<file path="config.mk">
export PLATFORM = sky130hd
export DESIGN_NAME = paddle_scan_sequencer
export DESIGN_NICKNAME = d
export VERILOG_FILES = /design/src/rtl/paddle_scan_sequencer.sv
export SDC_FILE = /design/constraint.sdc
export NUM_CORES = 1
export LEC_CHECK = 0
export ABC_AREA = 1
export CAP_MARGIN = 20
export CORE_UTILIZATION = 38
export DETAILED_ROUTE_END_ITERATION = 10
export HOLD_SLACK_MARGIN = 0.15
export SKIP_LAST_GASP = 1
export SYNTH_ARGS = -nofsm -noshare
export SYNTH_HDL_FRONTEND = slang
export SYNTH_SLANG_ARGS = --single-unit
</file>
<file path="constraint.sdc">
create_clock -name clk -period 3.1 [get_ports clk]
set_input_delay 0.31 -clock clk [delete_from_list [all_inputs] [get_ports clk]]
set_output_delay 0.31 -clock clk [all_outputs]
set_load 0.1 [all_outputs]
</file>
<file path="src/rtl/paddle_scan_sequencer.sv">
// ---------------------------------------------------------------------------
// paddle_scan_sequencer
//
// Time-shares one RC charge-time measurement engine across CHANNELS paddle
// potentiometers. Each channel in turn is discharged for DRAIN_LEN cycles and
// then allowed to recharge while a timer runs. The first threshold crossing
// that stays high for DEBOUNCE synchronized cycles is converted to an 8-bit
// position (top 8 bits of the timer). A channel that never crosses before the
// timer runs out reads as 0xFF. The result is optionally averaged with the
// previous value and published per channel.
//
// Ports:
//   clk          system clock
//   reset        synchronous, active-high reset
//   enable       1 = keep scanning; 0 = stop after the current channel commits
//   measure      raw comparator/pin state per capacitor (asynchronous)
//   drain        1 = discharge that capacitor (registered)
//   values       published 8-bit value per channel, channel i at [8i+7:8i]
//   value_valid  one-cycle pulse when a channel value has been updated
//   value_ch     channel index belonging to the last value_valid pulse
// ---------------------------------------------------------------------------
module paddle_scan_sequencer #(
    parameter int CHANNELS  = 2,
    parameter int CNT_BITS  = 16,
    parameter int DRAIN_LEN = 32768,
    parameter int DEBOUNCE  = 5,
    parameter int SMOOTH    = 1
) (
    input  logic                  clk,
    input  logic                  reset,
    input  logic                  enable,
    input  logic [CHANNELS-1:0]   measure,
    output logic [CHANNELS-1:0]   drain,
    output logic [8*CHANNELS-1:0] values,
    output logic                  value_valid,
    output logic [2:0]            value_ch
);

    // One timer serves both the drain interval and the charge window, so it
    // must be wide enough for whichever of the two is longer.
    localparam int DRAIN_W = (DRAIN_LEN > 1) ? $clog2(DRAIN_LEN) : 1;
    localparam int TMR_W   = (CNT_BITS > DRAIN_W) ? CNT_BITS : DRAIN_W;
    localparam int RUN_W   = $clog2(DEBOUNCE + 1);

    localparam logic [TMR_W-1:0] DRAIN_LAST  = TMR_W'(DRAIN_LEN - 1);
    localparam logic [TMR_W-1:0] CHARGE_LAST = TMR_W'({CNT_BITS{1'b1}});
    localparam logic [RUN_W-1:0] RUN_DONE    = RUN_W'(DEBOUNCE);
    localparam logic [2:0]       CH_LAST     = 3'(CHANNELS - 1);

    typedef enum logic [1:0] {
        ST_IDLE,
        ST_DRAIN,
        ST_CHARGE,
        ST_COMMIT
    } state_t;

    state_t                  state_reg, state_next;
    logic [2:0]              ch_reg, ch_next;
    logic [TMR_W-1:0]        timer_reg, timer_next;
    logic [RUN_W-1:0]        run_reg, run_next;
    logic [7:0]              sample_reg, sample_next;

    logic [CHANNELS-1:0]     sync1_reg;
    logic [CHANNELS-1:0]     ms_reg;
    logic [CHANNELS-1:0]     drain_reg, drain_next;
    logic [8*CHANNELS-1:0]   values_reg, values_next;
    logic                    value_valid_reg;
    logic [2:0]              value_ch_reg;

    logic [7:0]              ms_wide;
    logic                    hit;
    logic [7:0]              old_value;
    logic [7:0]              smooth_value;
    logic [7:0]              commit_value;

    // Zero-pad the synchronized inputs to 8 bits so the 3-bit channel index
    // can select from it for any CHANNELS value.
    always_comb begin
        ms_wide = '0;
        ms_wide[CHANNELS-1:0] = ms_reg;
    end

    assign hit = ms_wide[ch_reg];

    // Currently published value of the selected channel.
    always_comb begin
        old_value = 8'h80;
        for (int i = 0; i < CHANNELS; i++) begin
            if (ch_reg == 3'(i)) begin
                old_value = values_reg[8*i +: 8];
            end
        end
    end

    // Rounded average done 9 bits wide so 0xFF with 0xFF stays 0xFF.
    assign smooth_value = 8'(({1'b0, old_value} + {1'b0, sample_reg} + 9'd1) >> 1);
    assign commit_value = (SMOOTH != 0) ? smooth_value : sample_reg;

    // Next-state logic.
    always_comb begin
        state_next  = state_reg;
        ch_next     = ch_reg;
        timer_next  = timer_reg;
        run_next    = run_reg;
        sample_next = sample_reg;

        case (state_reg)
            ST_IDLE: begin
                if (enable) begin
                    state_next = ST_DRAIN;
                    timer_next = '0;
                end
            end

            ST_DRAIN: begin
                timer_next = timer_reg + TMR_W'(1);
                if (timer_reg == DRAIN_LAST) begin
                    state_next  = ST_CHARGE;
                    timer_next  = '0;
                    run_next    = '0;
                    sample_next = 8'hFF;
                end
            end

            ST_CHARGE: begin
                timer_next = timer_reg + TMR_W'(1);
                if (hit) begin
                    // The sample is taken at the first high cycle of a run,
                    // so a confirmed crossing reports when it started.
                    if (run_reg == '0) begin
                        sample_next = timer_reg[CNT_BITS-1 -: 8];
                        run_next    = RUN_W'(1);
                    end else begin
                        run_next = run_reg + RUN_W'(1);
                    end
                end else begin
                    run_next    = '0;
                    sample_next = 8'hFF;
                end

                // Confirmation wins over timeout when both land together.
                if (run_next == RUN_DONE) begin
                    state_next = ST_COMMIT;
                end else if (timer_reg == CHARGE_LAST) begin
                    state_next  = ST_COMMIT;
                    sample_next = 8'hFF;
                end
            end

            ST_COMMIT: begin
                ch_next    = (ch_reg == CH_LAST) ? 3'd0 : ch_reg + 3'd1;
                timer_next = '0;
                state_next = enable ? ST_DRAIN : ST_IDLE;
            end

            default: begin
                state_next = ST_IDLE;
            end
        endcase
    end

    // Per-channel drain and value update. Drain is derived from the next
    // state so the registered output lines up exactly with CHARGE.
    genvar gi;
    generate
        for (gi = 0; gi < CHANNELS; gi++) begin : g_chan
            assign drain_next[gi] = !((state_next == ST_CHARGE) && (ch_next == 3'(gi)));
            assign values_next[8*gi +: 8] =
                ((state_reg == ST_COMMIT) && (ch_reg == 3'(gi))) ? commit_value
                                                                  : values_reg[8*gi +: 8];
        end
    endgenerate

    always_ff @(posedge clk) begin
        if (reset) begin
            state_reg       <= ST_IDLE;
            ch_reg          <= 3'd0;
            timer_reg       <= '0;
            run_reg         <= '0;
            sample_reg      <= 8'hFF;
            sync1_reg       <= '0;
            ms_reg          <= '0;
            drain_reg       <= '1;
            values_reg      <= {CHANNELS{8'h80}};
            value_valid_reg <= 1'b0;
            value_ch_reg    <= 3'd0;
        end else begin
            state_reg       <= state_next;
            ch_reg          <= ch_next;
            timer_reg       <= timer_next;
            run_reg         <= run_next;
            sample_reg      <= sample_next;
            sync1_reg       <= measure;
            ms_reg          <= sync1_reg;
            drain_reg       <= drain_next;
            values_reg      <= values_next;
            value_valid_reg <= (state_reg == ST_COMMIT);
            if (state_reg == ST_COMMIT) begin
                value_ch_reg <= ch_reg;
            end
        end
    end

    assign drain       = drain_reg;
    assign values      = values_reg;
    assign value_valid = value_valid_reg;
    assign value_ch    = value_ch_reg;

endmodule

</file>
==> impl_results.md, run 1 <==
* Outcome: completed
* Critical Path RT at 3340 ps
* Min-Delay Path Depth at 2
* Detailed Route Iter0 Violations at 128
* Crit. Startpoint: ch_reg[0]
* Power density over the cells at 486.0 nW/µm²
* Longest Clk Path Bufs at 2
* Slew at the pin closest to its max-slew limit at 983.6 ps
* Final Max Slew Viols at 0
* FMAX at 426.5 MHz
* TritonCTS clock tree: done
* Net count after synthesis at 476
* Critical path buffers and inverters at 3
* Core Area at 8217 µm²
* Vias in the first global route at 2697
* EDFF count, synth at 0
* Gr ovfl total at 0
* Initial antenna violation count at 0
* Post-CTS resize count at 0
* TritonCTS buffer count at 9
* Number of diodes at 0
* Startpoint Class: flip-flop
* Synthesized area at 3216 µm²
* Final hold vios at 0
* Clk_skew at 15.32 ps
* Total die area at 8834 µm²
* RR Endpoint: values[14]
* Layout fillers at 857
* Unrepaired setup endpoints after global routing: no
* Most common cell on crit path: nand2_1
* Async set-reset flop share out of synthesis at 0%
* Hpwl dp at 5351 µm
* Clock Latency Late Sink at 340 ps
* Worst reg-to-reg path cell count at 13
* Total number of vias at 2893
* Crit path max-delay family: compound AO/OA/AOI/OAI gates
* Tcrit/Tclk final at 75.63%
* Critical R2R Launch: ch_reg[0]
* Remaining DRCs at 0
* Yosys warns at 0
* Endpoint class of the critical path: flip-flop
* Area of the multi-input gates at 1698 µm²
* Leak Pwr at 0.001668 µW
* PortBufs at 26
* Initial Utilization at 39.14%
* WL/cell at 12.09 µm
* CTS sink cnt at 58
* Layout area overhead at 18.02%
* Critical Path Sink: values[14]
* CP max stage delay at 410 ps
* Die Ht at 93.99 µm
* Non-Filler Instances at 596
* Fin nets at 507
* Critical Path Stages at 13
* Reg area at 1161 µm²
* First-pass GRT wire length at 12360 µm
* Worst-path clk slew at 80 ps
* Setup TNS at 0 ps
* Tmin final at 2345 ps
* DRT Pass-1 Iters at 4
* Share of post-route cells with drive strength above 1 at 10.39%
* Worst IR Drop VDD at 204.7 µV
* Util after Layout at 46.19%
* Largest net degree at the start of global routing at 30
* DRT Wirelength at 7203 µm
* Syn Area/Cell at 7.067 µm²
* Row count at 33
* Dpl cells at 580
* Clock Root Buffer: clkbuf_8
* Sequential fraction of the synthesis area at 36.11%
* Post-synthesis cell count at 455
* Post-CTS Hold Fix Bufs at 0
* Final Power at 1844 µW
* Crit path kind: reg2reg
* GP Congestion at 0.8921
* Setup ws final at 755.4 ps
* Slew HR at 34.22%
* Data arrival, critical path at 2590 ps
* Class of the worst hold path: reg2reg
* Top_reg_cell synth: dfxtp_1
* Setup bufs post-CTS at 0
* Via/cell ratio at 4.854
* Final setup fails at 0
* CP max-delay cell: dfxtp_1
* Critical Path, Cell by Cell: inv_2 > nor3_2 > inv_1 > o22ai_1 > ha_1 > a21oi_1 > o21ai_0 > a21oi_1 > nand2_1 > nand2_1 > nand3_1 > nand2_1 > inv_1
* Htree depth at 3
* Netlist cell types at 39
* Crit path max fanout at 7
* Antenna-violating nets left at 0
* Total global-route track usage at 18.18%
* Flop2flop setup slack at 760 ps
* Max Cap Viol at 0
* Pre-CTS WS at 780.0 ps
* Die Wd at 93.99 µm
* I/O Pins at 27
* #FFs+latches synth at 58
-- report_power, final --
part / total (µW) / leakage [µW] / switching (µW) / internal [µW]
Sequential: 783 / 0.000470 / 17.5 / 766
Clock: 802 / 0.000106 / 344 / 458
Combinational: 259 / 0.00109 / 172 / 87.2
Total: 1840 / 0.00167 / 534 / 1310
-- per-layer routing --
layer  part of all wire (%)  GRT usage (%)  up-vias
li1                       -              -     1522
met1                     51          23.59     1325
met2                     45          28.71       39
met3                    2.2          4.612        7
met4                    1.3          7.179        0
met5                      0              0        -
-- worst register-to-register path: cells and delay by family (launching register included) --
family                   cells  cell delay [ps]
AO/OA/AOI/OAI                4              730
adder cells (fa/ha/maj)      1              320
buffers and inverters        3              310
flip-flops                   1              410
AND/OR/NAND/NOR              5              490
-- synthesized netlist by cell type (2+ instances only) --
master      n  area share [%]
nand2_1   104              12
o22ai_1     6             1.2
nor3_1      5            0.78
a21oi_1    42             6.5
xor2_1      7             1.9
nand4_1     7             1.4
nor2_4      2            0.70
ha_1       15             5.8
nand3_2     2            0.62
nand2_4     4             1.4
inv_1      77             9.0
o211ai_1    3            0.70
nand2_2     7             1.4
inv_2       4            0.47
nor2_2      3            0.58
clkbuf_1    4            0.47
a21oi_2     2            0.54
nor2_1     27             3.2
o21ai_0    22             3.4
nor3_2      4             1.2
dfxtp_1    58              36
nand3_1    33             5.1
-- cell type report --
class / count / share of cell area [%]
Sequential cell: 58 / 30.60
Multi-Input combinational cell: 308 / 44.74
Inverter: 81 / 8.012
Clock buffer: 9 / 3.264
Tap cell: 105 / 3.462
Clock inverter: 7 / 2.671
Timing Repair Buffer: 28 / 7.254
-- worst min-delay path by stage --
stage                      start        end
floorplan           sync1_reg[0]  ms_reg[0]
global placement    sync1_reg[0]  ms_reg[0]
detailed placement  sync1_reg[1]  ms_reg[1]
CTS                 sync1_reg[1]  ms_reg[1]
global route        sync1_reg[1]  ms_reg[1]
finish              sync1_reg[1]  ms_reg[1]
-- cell families (layout without fill, tap and decap cells) --
group	Yosys count	in the layout	share of synthesized area [%]
compound gates	80	80	13.74
simple gates	203	203	30.08
buf+inv	89	125	11.09
xor+xnor	8	8	2.179
flops	58	58	36.11
mux	1	1	0.3502
fa+ha+maj	16	16	6.459
-- stage by stage --
| step | hold WS [ps] | instance area (µm²) |
|---|---|---|
| after floorplan | 388.3 | 3216 |
| after global placement | 393.0 | 3570 |
| after detailed placement | 396.1 | 3570 |
| after CTS | 407.3 | 3795 |
| after global routing | 418.0 | 3795 |
| final | 407.0 | 3795 |
-- cell usage in the layout (no fill, tap or decap), types with 2 or more instances in the layout --
| master | n |
|---|---|
| nand4_1 | 7 |
| nor3_2 | 4 |
| o21ai_0 | 22 |
| inv_2 | 4 |
| nand2_1 | 104 |
| nor3_1 | 5 |
| o22ai_1 | 6 |
| clkbuf_8 | 9 |
| dfxtp_1 | 58 |
| a21oi_2 | 2 |
| buf_4 | 2 |
| a21oi_1 | 42 |
| clkdlybuf4s50_1 | 26 |
| nand3_1 | 33 |
| nand2_4 | 4 |
| inv_1 | 77 |
| clkinvlp_4 | 2 |
| clkinv_4 | 2 |
| nor2_1 | 27 |
| bufinv_16 | 2 |
| o211ai_1 | 3 |
| nor2_2 | 3 |
| nand2_2 | 7 |
| ha_1 | 15 |
| xor2_1 | 7 |
| nor2_4 | 2 |
| nand3_2 | 2 |
(Power assumes the default switching activity.)
==> run 2: changes to the inputs <==
clock period = 1.95 ns   (was 3.1 ns; I/O delays follow)
==> run 2 against run 1 <==
  * The run now ends with negative setup slack left
  * Fmax grew 17%
  * Final area increased by 7.4%
  * Non-clock buffer count up 23
  * Wire length rose by 3.4%
  * Sequential power increased by 58%
  * Worst hold slack got worse by 46 ps
  * Clock-buffer cell count stayed put
  * Power grew 63%
  * Global-route usage fell by 0.078 points
  * Combinational power rose by 92%
  * Largest power group unchanged
  * Critical path depth is the same
  * Via count increased by 3.3%
==> impl_results.md, run 2 (same netlist as run 1, synthesis figures left out) <==
* Largest net degree at the start of global routing at 29
* Class of the worst hold path: in2reg
* Clk_skew at 7.538 ps
* Row count at 33
* PortBufs at 26
* Clock Root Buffer: clkbuf_8
* Core Area at 8217 µm²
* Seq pwr share at 41.0%
* DRT Wirelength at 7450 µm
* Gr ovfl total at 0
* Startpoint Class: flip-flop
* FMAX at 498.0 MHz
* Total global-route track usage at 18.10%
* GP Congestion at 0.8885
* Die Wd at 93.99 µm
* Final hold vios at 0
* Layout area overhead at 26.73%
* Htree depth at 3
* Comb power frac at 16.5%
* Detailed Route Iter0 Violations at 132
* TritonCTS clock tree: done
* Die Ht at 93.99 µm
* Antenna-violating nets left at 0
* DRT Pass-1 Iters at 4
* Fin nets at 530
* Worst-path clk slew at 80 ps
* P_int at 2124 µW
* Share of post-route cells with drive strength above 1 at 26.65%
* Fin area at 4075 µm²
* Number of diodes at 0
* Critical Path RT at 2200 ps
* Via/cell ratio at 4.827
* Data arrival, critical path at 2260 ps
* Crit path kind: reg2reg
* TritonCTS buffer count at 9
* Slew HR at 78.20%
* Hpwl dp at 5408 µm
* Clock Latency Late Sink at 340 ps
* Clock share of power at 42.5%
* Final Max Slew Viols at 0
* Util after Layout at 49.60%
* Unrepaired setup endpoints after global routing: yes
* Total die area at 8834 µm²
* Sw Pwr at 889.7 µW
* Vias in the first global route at 2705
* I/O Pins at 27
* Power density over the cells at 739.6 nW/µm²
* Crit path max fanout at 6
* Longest Clk Path Bufs at 2
* Commonest non-fill, non-tap cell in the layout: nand2_1
* Tcrit/Tclk final at 103.0%
* Total number of vias at 2988
* Outcome: finished, violations left
* WL/cell at 12.04 µm
* First-pass GRT wire length at 12400 µm
* Worst hold margin at 361.4 ps
* Post-DP Area at 3705 µm²
* Leak Pwr at 0.001842 µW
* CTS sink cnt at 58
* Worst IR Drop VDD at 346.8 µV
* Slew at the pin closest to its max-slew limit at 324.0 ps
* Switching Fraction at 29.52%
* Initial antenna violation count at 0
* Commonest non-fill, non-tap cells in the layout: 100 x nand2_1, 75 x inv_1, 47 x buf_4, 39 x dfxtp_1, 38 x a21oi_1
* Endpoint class of the critical path: flip-flop
* Setup ws final at -58.04 ps
* Final setup fails at 5
* Tmin final at 2008 ps
* Remaining DRCs at 0
* Max Cap Viol at 0
* Failing checks: negative setup slack
* Initial Utilization at 39.14%
run 2: worst paths after layout:
path                 from           end  slack (ps)  cells after the start
min            measure[1]  sync1_reg[1]         360                      3
max reg2reg     ch_reg[0]    values[14]         -60                     13
min reg2reg  sync1_reg[1]     ms_reg[1]         410                      2
max             ch_reg[0]    values[14]         -60                     13
run 2: metal layers:
metal	wire (µm)	vias up	share of wire, %	GRT usage [%]
li1	-	1570	-	-
met1	3698	1367	50	24.40
met2	3462	42	46	28.65
met3	180	9	2.4	3.155
met4	108	0	1.4	6.923
met5	0	-	0	0
run 2: final cells by class:
type,instances,area [µm²]
fill,824,4141
multi-input combinational,308,1812
sequential,58,1205
timing repair buffer,51,392.9
inverter,81,309.0
tap,105,131.4
clock buffer,9,123.9
clock inverter,7,101.3
run 2: worst max-delay path, cell delays in order (launching register included):
cell,delay (ps)
dfxtp_4,380
inv_4,40
nor3_4,250
inv_4,90
o22ai_2,120
ha_1,180
buf_4,140
nand2_1,90
nor3_1,200
nand2_1,130
nand3_1,120
nand3_1,80
nand2_1,60
inv_1,30
run 2: timing repair:
action | CTS | global route
resized for setup | 7 | 23
setup buffers | 1 | 4
endpoints found under the setup margin | 12 | 12
hold endpoints to repair | 0 | 0
hold buffers | 0 | 0
pin swaps | 4 | 17
cloned | 0 | 0
run 2: power groups by stage:
stage                     sequential (µW)  combinational, µW  clock [µW]
after floorplan                      1250                344           0
after global placement               1260                452           0
after detailed placement             1260                459           0
after CTS                            1240                466        1310
after global routing                 1240                565        1360
final                                1240                496        1280
run 2: stage by stage:
step	TNS (ps)	total power [µW]	setup WS (ps)	std cells
floorplan	0	1597	0.4441	455
global placement	-123.1	1715	-42.29	599
detailed placement	-683.4	1722	-84.27	599
CTS	0	3012	7.676	616
global route	-1533	3167	-204.8	619
finish	-172.4	3014	-58.04	619
